--- src/rtl/fb_pkg.sv ---
// fb_pkg: opcodes, memory-map constants and the command type shared by the palette/framebuffer writer and reader.
// No ports; imported with import fb_pkg::*.
package fb_pkg;
    typedef enum logic [1:0] {
        OP_PIXEL   = 2'b00,
        OP_PALETTE = 2'b01,
        OP_FILL    = 2'b10,
        OP_RSVD    = 2'b11
    } fb_op_e;

    localparam int BYTES_PER_COLOR    = 2;
    localparam int COLORS_PER_PALETTE = 256;
    localparam int COLOR_BASE_ADDR    = 0;
    localparam int FB_BASE_ADDR       = 512;
    // Wide enough for any supported FB_BITS; narrower indices are zero-extended.
    localparam int CMD_INDEX_BITS     = 32;

    typedef struct packed {
        fb_op_e                    op;
        logic [CMD_INDEX_BITS-1:0] index;
        logic [15:0]               data;
    } fb_cmd_t;
endpackage

--- src/rtl/fb_cmd_fifo.sv ---
// fb_cmd_fifo: synchronous command FIFO with registered full/empty flags.
// Ports: clk_i, reset_i (async, active-high); push_i/din_i write side; pop_i/dout_o read side (dout_o shows the head);
// full_o, empty_o status.
module fb_cmd_fifo
    import fb_pkg::*;
#(
    parameter int DEPTH = 4
) (
    input  logic    clk_i,
    input  logic    reset_i,
    input  logic    push_i,
    input  fb_cmd_t din_i,
    input  logic    pop_i,
    output fb_cmd_t dout_o,
    output logic    full_o,
    output logic    empty_o
);
    localparam int AW = $clog2(DEPTH);

    if (DEPTH < 2 || (DEPTH & (DEPTH - 1)) != 0) begin : g_bad_depth
        $error("fb_cmd_fifo: DEPTH must be a power of two >= 2");
    end

    fb_cmd_t       mem_q [DEPTH];
    logic [AW-1:0] wr_q, wr_d, rd_q, rd_d;
    logic [AW:0]   cnt_q, cnt_d;
    logic          do_push, do_pop;

    assign do_push = push_i && !full_o;
    assign do_pop  = pop_i && !empty_o;
    assign dout_o  = mem_q[rd_q];
    assign full_o  = cnt_q == (AW+1)'(DEPTH);
    assign empty_o = cnt_q == '0;

    always_comb begin
        wr_d  = do_push ? wr_q + AW'(1) : wr_q;
        rd_d  = do_pop ? rd_q + AW'(1) : rd_q;
        cnt_d = cnt_q + (AW+1)'(do_push) - (AW+1)'(do_pop);
    end

    always_ff @(posedge clk_i or posedge reset_i) begin
        if (reset_i) begin
            wr_q  <= '0;
            rd_q  <= '0;
            cnt_q <= '0;
        end else begin
            wr_q  <= wr_d;
            rd_q  <= rd_d;
            cnt_q <= cnt_d;
        end
    end

    always_ff @(posedge clk_i) begin
        if (do_push) mem_q[wr_q] <= din_i;
    end
endmodule

--- src/rtl/fb_writer.sv ---
// fb_writer: turns host pixel / palette / fill commands into byte-lane writes on the shared BRAM write port.
// Ports: clk_i, reset_i (async, active-high); cmd_valid_i/cmd_ready_o handshake with cmd_op_i, cmd_index_i, cmd_data_i;
// busy_o, fill_done_o status; bram_clk_o, bram_rst_o, bram_en_o, bram_addr_o, bram_din_o, bram_we_o registered write port.
// Memory map: palette entry e at byte 2e, pixel p at byte 512+p.
// Optional: define FB_WRITER_ABORT_EN to add abort_i, which ends a fill early.
module fb_writer
    import fb_pkg::*;
#(
    parameter int FB_BITS        = 17,
    parameter int FB_PIXELS      = 76800,
    parameter int BRAM_ADDR_BITS = 32,
    parameter int BRAM_DATA_BITS = 32,
    parameter int FIFO_DEPTH     = 4
) (
    input  logic                        clk_i,
    input  logic                        reset_i,
`ifdef FB_WRITER_ABORT_EN
    input  logic                        abort_i,
`endif
    input  logic                        cmd_valid_i,
    output logic                        cmd_ready_o,
    input  logic [1:0]                  cmd_op_i,
    input  logic [FB_BITS-1:0]          cmd_index_i,
    input  logic [15:0]                 cmd_data_i,
    output logic                        busy_o,
    output logic                        fill_done_o,
    output logic                        bram_clk_o,
    output logic                        bram_rst_o,
    output logic                        bram_en_o,
    output logic [BRAM_ADDR_BITS-1:0]   bram_addr_o,
    output logic [BRAM_DATA_BITS-1:0]   bram_din_o,
    output logic [BRAM_DATA_BITS/8-1:0] bram_we_o
);
    localparam int WE_BITS    = BRAM_DATA_BITS / 8;
    localparam int FILL_WORDS = (FB_PIXELS + 3) / 4;
    localparam int FILL_REM   = FB_PIXELS % 4;
    // The final fill word only enables the lanes that hold real pixels.
    localparam logic [3:0] LAST_WE = (FILL_REM == 0) ? 4'b1111 : 4'((1 << FILL_REM) - 1);

    if (BRAM_DATA_BITS != 32) begin : g_bad_data
        $error("fb_writer: only BRAM_DATA_BITS = 32 is supported");
    end
    if (FB_BITS > CMD_INDEX_BITS || FB_PIXELS < 1 ||
        longint'(FB_PIXELS) > (longint'(1) << FB_BITS)) begin : g_bad_pixels
        $error("fb_writer: FB_PIXELS must fit in FB_BITS");
    end

    typedef enum logic {S_IDLE, S_FILL} state_e;

    state_e                    state_q, state_d;
    fb_cmd_t                   in_cmd, head, cmd_q, cmd_d;
    logic                      cmd_vld_q, cmd_vld_d;
    logic [FB_BITS-1:0]        w_q, w_d;
    logic                      pend_q, pend_d, done_q, done_d;
    logic                      en_q, en_d;
    logic [BRAM_ADDR_BITS-1:0] addr_q, addr_d;
    logic [31:0]               din_q, din_d;
    logic [3:0]                we_q, we_d;
    logic                      push, pop, full, empty, abort, last;
    logic [31:0]               pix_a, pal_a;

`ifdef FB_WRITER_ABORT_EN
    assign abort = abort_i;
`else
    assign abort = 1'b0;
`endif

    assign in_cmd = '{op: fb_op_e'(cmd_op_i), index: CMD_INDEX_BITS'(cmd_index_i), data: cmd_data_i};
    assign push   = cmd_valid_i && !full;

    fb_cmd_fifo #(.DEPTH(FIFO_DEPTH)) u_fifo (
        .clk_i   (clk_i),
        .reset_i (reset_i),
        .push_i  (push),
        .din_i   (in_cmd),
        .pop_i   (pop),
        .dout_o  (head),
        .full_o  (full),
        .empty_o (empty)
    );

    assign pix_a = 32'(FB_BASE_ADDR) + cmd_q.index;
    assign pal_a = 32'(COLOR_BASE_ADDR) + 32'(BYTES_PER_COLOR) * 32'(cmd_q.index[7:0]);
    assign last  = w_q == FB_BITS'(FILL_WORDS - 1);

    // cmd_q is a decode slot between the FIFO head and the write registers; it holds the fill command
    // (and its color) for the whole fill.
    always_comb begin
        state_d = state_q;
        w_d     = w_q;
        en_d    = 1'b0;
        addr_d  = '0;
        din_d   = '0;
        we_d    = '0;
        pend_d  = 1'b0;
        done_d  = pend_q;
        pop     = 1'b0;
        if (state_q == S_IDLE) begin
            // A fill waiting in the decode slot blocks further pops so nothing is consumed ahead of it.
            pop = !empty && !(cmd_vld_q && cmd_q.op == OP_FILL);
            if (cmd_vld_q) begin
                case (cmd_q.op)
                    OP_PIXEL: if (cmd_q.index < CMD_INDEX_BITS'(FB_PIXELS)) begin
                        en_d   = 1'b1;
                        addr_d = BRAM_ADDR_BITS'({pix_a[31:2], 2'b00});
                        we_d   = 4'b0001 << pix_a[1:0];
                        din_d  = {4{cmd_q.data[7:0]}};
                    end
                    OP_PALETTE: begin
                        en_d   = 1'b1;
                        addr_d = BRAM_ADDR_BITS'({pal_a[31:2], 2'b00});
                        we_d   = pal_a[1] ? 4'b1100 : 4'b0011;
                        din_d  = {2{cmd_q.data}};
                    end
                    OP_FILL: begin
                        state_d = S_FILL;
                        w_d     = '0;
                    end
                    default: ;
                endcase
            end
        end else if (abort) begin
            state_d = S_IDLE;
            pend_d  = 1'b1;
        end else begin
            en_d   = 1'b1;
            addr_d = BRAM_ADDR_BITS'(FB_BASE_ADDR) + BRAM_ADDR_BITS'({w_q, 2'b00});
            we_d   = last ? LAST_WE : 4'b1111;
            din_d  = {4{cmd_q.data[7:0]}};
            w_d    = w_q + FB_BITS'(1);
            if (last) begin
                state_d = S_IDLE;
                pend_d  = 1'b1;
            end
        end
        cmd_vld_d = pop;
        cmd_d     = pop ? head : cmd_q;
    end

    always_ff @(posedge clk_i or posedge reset_i) begin
        if (reset_i) begin
            state_q   <= S_IDLE;
            cmd_q     <= '0;
            cmd_vld_q <= 1'b0;
            w_q       <= '0;
            pend_q    <= 1'b0;
            done_q    <= 1'b0;
            en_q      <= 1'b0;
            addr_q    <= '0;
            din_q     <= '0;
            we_q      <= '0;
        end else begin
            state_q   <= state_d;
            cmd_q     <= cmd_d;
            cmd_vld_q <= cmd_vld_d;
            w_q       <= w_d;
            pend_q    <= pend_d;
            done_q    <= done_d;
            en_q      <= en_d;
            addr_q    <= addr_d;
            din_q     <= din_d;
            we_q      <= we_d;
        end
    end

    assign cmd_ready_o = !full;
    assign busy_o      = !empty || cmd_vld_q || state_q == S_FILL;
    assign fill_done_o = done_q;
    assign bram_clk_o  = clk_i;
    assign bram_rst_o  = reset_i;
    assign bram_en_o   = en_q;
    assign bram_addr_o = addr_q;
    assign bram_din_o  = BRAM_DATA_BITS'(din_q);
    assign bram_we_o   = WE_BITS'(we_q);
endmodule

--- config.mk ---
export PLATFORM = sky130hd
export DESIGN_NAME = fb_writer
export DESIGN_NICKNAME = d
export VERILOG_FILES = /design/src/rtl/fb_pkg.sv /design/src/rtl/fb_cmd_fifo.sv /design/src/rtl/fb_writer.sv
export SDC_FILE = /design/constraint.sdc
export NUM_CORES = 1
export LEC_CHECK = 0
export ABC_CLOCK_PERIOD_IN_PS = 4900
export CORE_UTILIZATION = 35
export DETAILED_ROUTE_END_ITERATION = 6
export SLEW_MARGIN = 20
export SYNTH_ARGS = -nofsm -noshare
export SYNTH_HDL_FRONTEND = slang
export SYNTH_SLANG_ARGS = --single-unit
--- constraint.sdc ---
create_clock -name clk_i -period 4.9 [get_ports clk_i]
set_input_delay 0.98 -clock clk_i [delete_from_list [all_inputs] [get_ports clk_i]]
set_output_delay 0.98 -clock clk_i [all_outputs]
set_load 0.01 [all_outputs]
======== Word-level counts from Yosys, hierarchy flattened ========
Memories as Yosys holds them, arrays and structs flattened. A register that Yosys moved wholly into a read port is not among the register bits.
Cells that the tools add are included.
word-level totals
  output and inout port bits .............. 74
  memories ................................ 1
  logic and storage cells ................. 71
  memory bits (writable) .................. 140
  flip-flop bits (word level) ............. 129
memory list
  memory        words  width  read ports  clocked after Yosys merged registers in  write ports  RTL line           source
  u_fifo.mem_q  4      35     1           1                                        1            fb_cmd_fifo.sv:24  fb_cmd_t mem_q [DEPTH];
cells by class
  multiplexer cells ....................... 29
  shift operators ......................... 1
  reduce and logical (&&, ||, !) cells .... 15
  order comparisons ....................... 1
  eq/ne operators ......................... 4
  add/sub/neg operators ................... 7
operators by type and width
  operator                                               count
  two-way mux 32 bit                                     6
  case mux 32 bit (2 select lines)                       2
  two-way mux 17 bit                                     3
  adder 10 x 32 -> 32 bit (first input constant)         1
  < comparator 32 x 17 -> 1 bit (second input constant)  1
  adder 10 x 19 -> 20 bit (first input constant)         1
  adder 17 x 1 -> 17 bit (second input constant)         1
  == test 17 x 15 -> 1 bit (second input constant)       1
  two-way mux 4 bit                                      4
  two-way mux 1 bit                                      12
  case mux 4 bit (2 select lines)                        1
  logical AND 1 bit                                      5
  adder 2 x 1 -> 2 bit (second input constant)           2
  nonzero test 2 bit                                     2
  left shift 1 x 2 -> 4 bit (first input constant)       1
  adder 3 x 1 -> 3 bit                                   1
  == test 3 bit (second input constant)                  1
  zero test 1 bit                                        3
  zero test 3 bit                                        1
  subtractor 3 x 1 -> 3 bit                              1
  == test 2 x 1 -> 1 bit (second input constant)         1
  == test 2 bit (second input constant)                  1
  zero test 2 bit                                        1
  logical OR 1 bit                                       2
  other kinds (2)                                        2

======== Logic depth before layout (Yosys ltp) ========
  word-level depth ........................ 7
  depth in mapped cells ................... 10
  depth with buffers taken out ............ 8

======== Modules after synthesis ========
Synthesis repeated with hierarchy kept, for this count alone.
unflattened totals
  cells, all modules ...................... 728
  area total of the unflattened synthesis .. 12,914.9 um^2
by module, submodules not included
  module       area each (um^2)  cells each  times used
  fb_cmd_fifo  7,749.9           305         1
  fb_writer    5,165.0           423         1

==> results.sh <==
export IMPL_synthCells=583
export IMPL_yosysUniqueCellTypes=53
export IMPL_wl_um=18300
export IMPL_p_sw_mw=2.06
export IMPL_synth_most_common_cell="edfxtp_1"
export IMPL_clock_latency_ps=620
export IMPL_worstPathArrival_ps=3160
export IMPL_num_vias=5081
export IMPL_power_mw=6.98
export IMPL_die_area_um2=28500
export IMPL_synth_top_area_share=0.432
export IMPL_worstPathMaxFanout=2
export IMPL_layout_setup_ws_ps=760
export IMPL_switching_share=0.295
export IMPL_grt_pass1_vias=5318
export IMPL_cp_end_kind="primary output"
export IMPL_p_int_mw=4.92
export IMPL_drc=0
export IMPL_yosysSeqAreaShare=0.694
export IMPL_ir_drop_v=0.000223
export IMPL_grt_pass1_wl_um=29400
export IMPL_die_width_um=169
export IMPL_clock_power_share=0.269
export IMPL_synth_compound_area_frac=0.0475
export IMPL_finalSetupViolCount=0
export IMPL_tns_ps=0
export IMPL_criticalPathCategory="clock port to primary output"
export IMPL_dr_pass1_iters=4
export IMPL_drt_iter0_drc=312
export IMPL_vias_per_cell=4.78
export IMPL_synth_edff_count=140
export IMPL_die_h_um=169
export IMPL_wire_per_inst_um=17.2
export IMPL_yosysTopAreaCell="edfxtp_1"
export IMPL_placement_rows=60
export IMPL_place_gp_congestion=0.866
export IMPL_fin_area_um2=11800
export IMPL_syn_avg_cell_area_um2=16.7
export IMPL_synthFlopType="edfxtp_1"
export IMPL_synth_common_cells="edfxtp_1 (140), dfrtp_1 (102), buf_4 (41)"
export IMPL_synth_xor_area_share=0.0198
export IMPL_cts_tree="built"
export IMPL_slew_headroom=0.369
export IMPL_ys_ff_latch=242
export IMPL_drtAntennaViolNets=0
export IMPL_place_area_um2=10900
export IMPL_p_leak_nw=4.30
export IMPL_cts_hold_buf=0
export IMPL_hold_viol_final=0
export IMPL_start_util=0.359
export IMPL_drive_gt1_frac=0.187
export IMPL_grt_usage=0.135
export IMPL_yosys_area_share_simple=0.0554
export IMPL_rsz0062_at_grt="no"
export IMPL_clock_skew_ps=11.5
export IMPL_yosysWarnings=0
export IMPL_area_delta_synth_final_pct=20.7
export IMPL_grt_overflow=0
export IMPL_dp_slack_ps=1020
export IMPL_grt_max_degree=76
export IMPL_synth_fa_ha_area_frac=0.0136
export IMPL_async_flop_share=0.421
export IMPL_cts_setup_buffers=0
export IMPL_worstSetupStartpointType="clock port"
export IMPL_status="finished, final reports clean"
export IMPL_slew_violations=0
export IMPL_grt_antenna_before_repair=2
export IMPL_antennaDiodeCount=0
export IMPL_coreArea_um2=27100
export IMPL_cts_resized=0
export IMPL_synthTopCellsByArea="edfxtp_1 (43%), dfrtp_1 (26%), mux4_2 (8.1%)"
export IMPL_clkTransAtPathRegs_ps=60
export IMPL_worst_pin_slew_ps=942
export IMPL_nNetsFinal=721
export IMPL_numPortBuffers=97
export IMPL_synthMuxAreaShare=0.124
export IMPL_min_path_type="register to register"
export IMPL_hpwl_um=12000
export IMPL_cp_required_ps=3920
export IMPL_p_per_area_nw_per_um2=593
export IMPL_combPwrFrac=0.281
export IMPL_syn_area_um2=9740
export IMPL_io_pins=112
export IMPL_drv_cap=0
export IMPL_postLayoutCoreUtil=0.434
export IMPL_synth_top_family_by_area="multiplexers"
export IMPL_p_seq_frac=0.450
## placed cells by master (no fill, tap or decap), types with 10 or more instances in the layout
cell type,instances
clkbuf_16,30
conb_1,14
edfxtp_1,140
dfrtp_1,100
a22o_1,10
nand3_1,20
mux2_2,33
inv_1,14
o21ai_0,14
xnor2_1,13
mux4_2,35
clkdlybuf4s50_1,97
nand2_1,28
## registers in the layout (all words and copies together), names as in the netlist, 2 cells and up
signal / flops
u_fifo.wr_q: 2
bram_din_o: 16
u_fifo.rd_q: 2
cmd_q: 35
bram_addr_o: 18
u_fifo.cnt_q: 3
u_fifo.mem_q: 140
w_q: 17
bram_we_o: 4
## power by group through the flow
stage | registers, mW | logic [mW] | clock network [mW]
after CTS | 3.15 | 2.01 | 1.93
final | 3.14 | 1.96 | 1.87
after floorplan | 3.05 | 1.41 | 0.0168
after detailed placement | 3.19 | 2.00 | 0.0208
after global placement | 3.15 | 1.96 | 0.0208
after global routing | 3.22 | 2.16 | 2.01
## stage by stage
stage / hold slack [ps] / instances
final: 347 / 1063
after global routing: 370 / 1063
after CTS: 348 / 1063
after detailed placement: 335 / 1015
after global placement: 344 / 1015
after floorplan: 331 / 596
## logic make-up (layout without fill, tap and decap cells)
| family | count (synthesis) | count (layout) |
|---|---|---|
| flops | 242 | 242 |
| simple gates | 103 | 103 |
| xor+xnor | 22 | 22 |
| mux | 73 | 73 |
| buf+inv | 72 | 167 |
| fa+ha+maj | 10 | 10 |
| compound gates | 60 | 60 |
| other cells | 1 | 14 |
## layer usage
metal / wire, µm / track usage / vias up
met5: 8 / 0 / -
met4: 414 / 0.0526 / 2
met3: 1190 / 0.0372 / 34
met2: 8840 / 0.215 / 128
met1: 7860 / 0.176 / 2578
li1: - / - / 2339
## cell type report
| class | count | area (µm²) |
|---|---|---|
| inverters | 15 | 58.8 |
| flip-flops and latches | 242 | 6760 |
| multi-input cells | 282 | 2610 |
| well taps | 372 | 465 |
| clock inverters | 14 | 71.3 |
| fillers | 2343 | 15300 |
| repair buffers | 103 | 1010 |
| clock buffers | 35 | 779 |
## worst max-delay path: stages
cell	delay [ps]
clkbuf_16	120
clkbuf_16	130
clkdlybuf4s50_1	460
## final timing paths
path	from	endpoint	slack [ps]	depth (start not counted)
max	clk_i	bram_clk_o	760	3
min	done_d	fill_done_o	350	0
max reg2reg	state_q	u_fifo.cnt_q[2]	2130	8
min reg2reg	done_d	fill_done_o	350	0
max in group asynchronous	reset_i	u_fifo.rd_q[0]	3010	3
min in group asynchronous	reset_i	bram_din_o[22]	950	2
No activity file was read; power rests on OpenSTA's default activity.
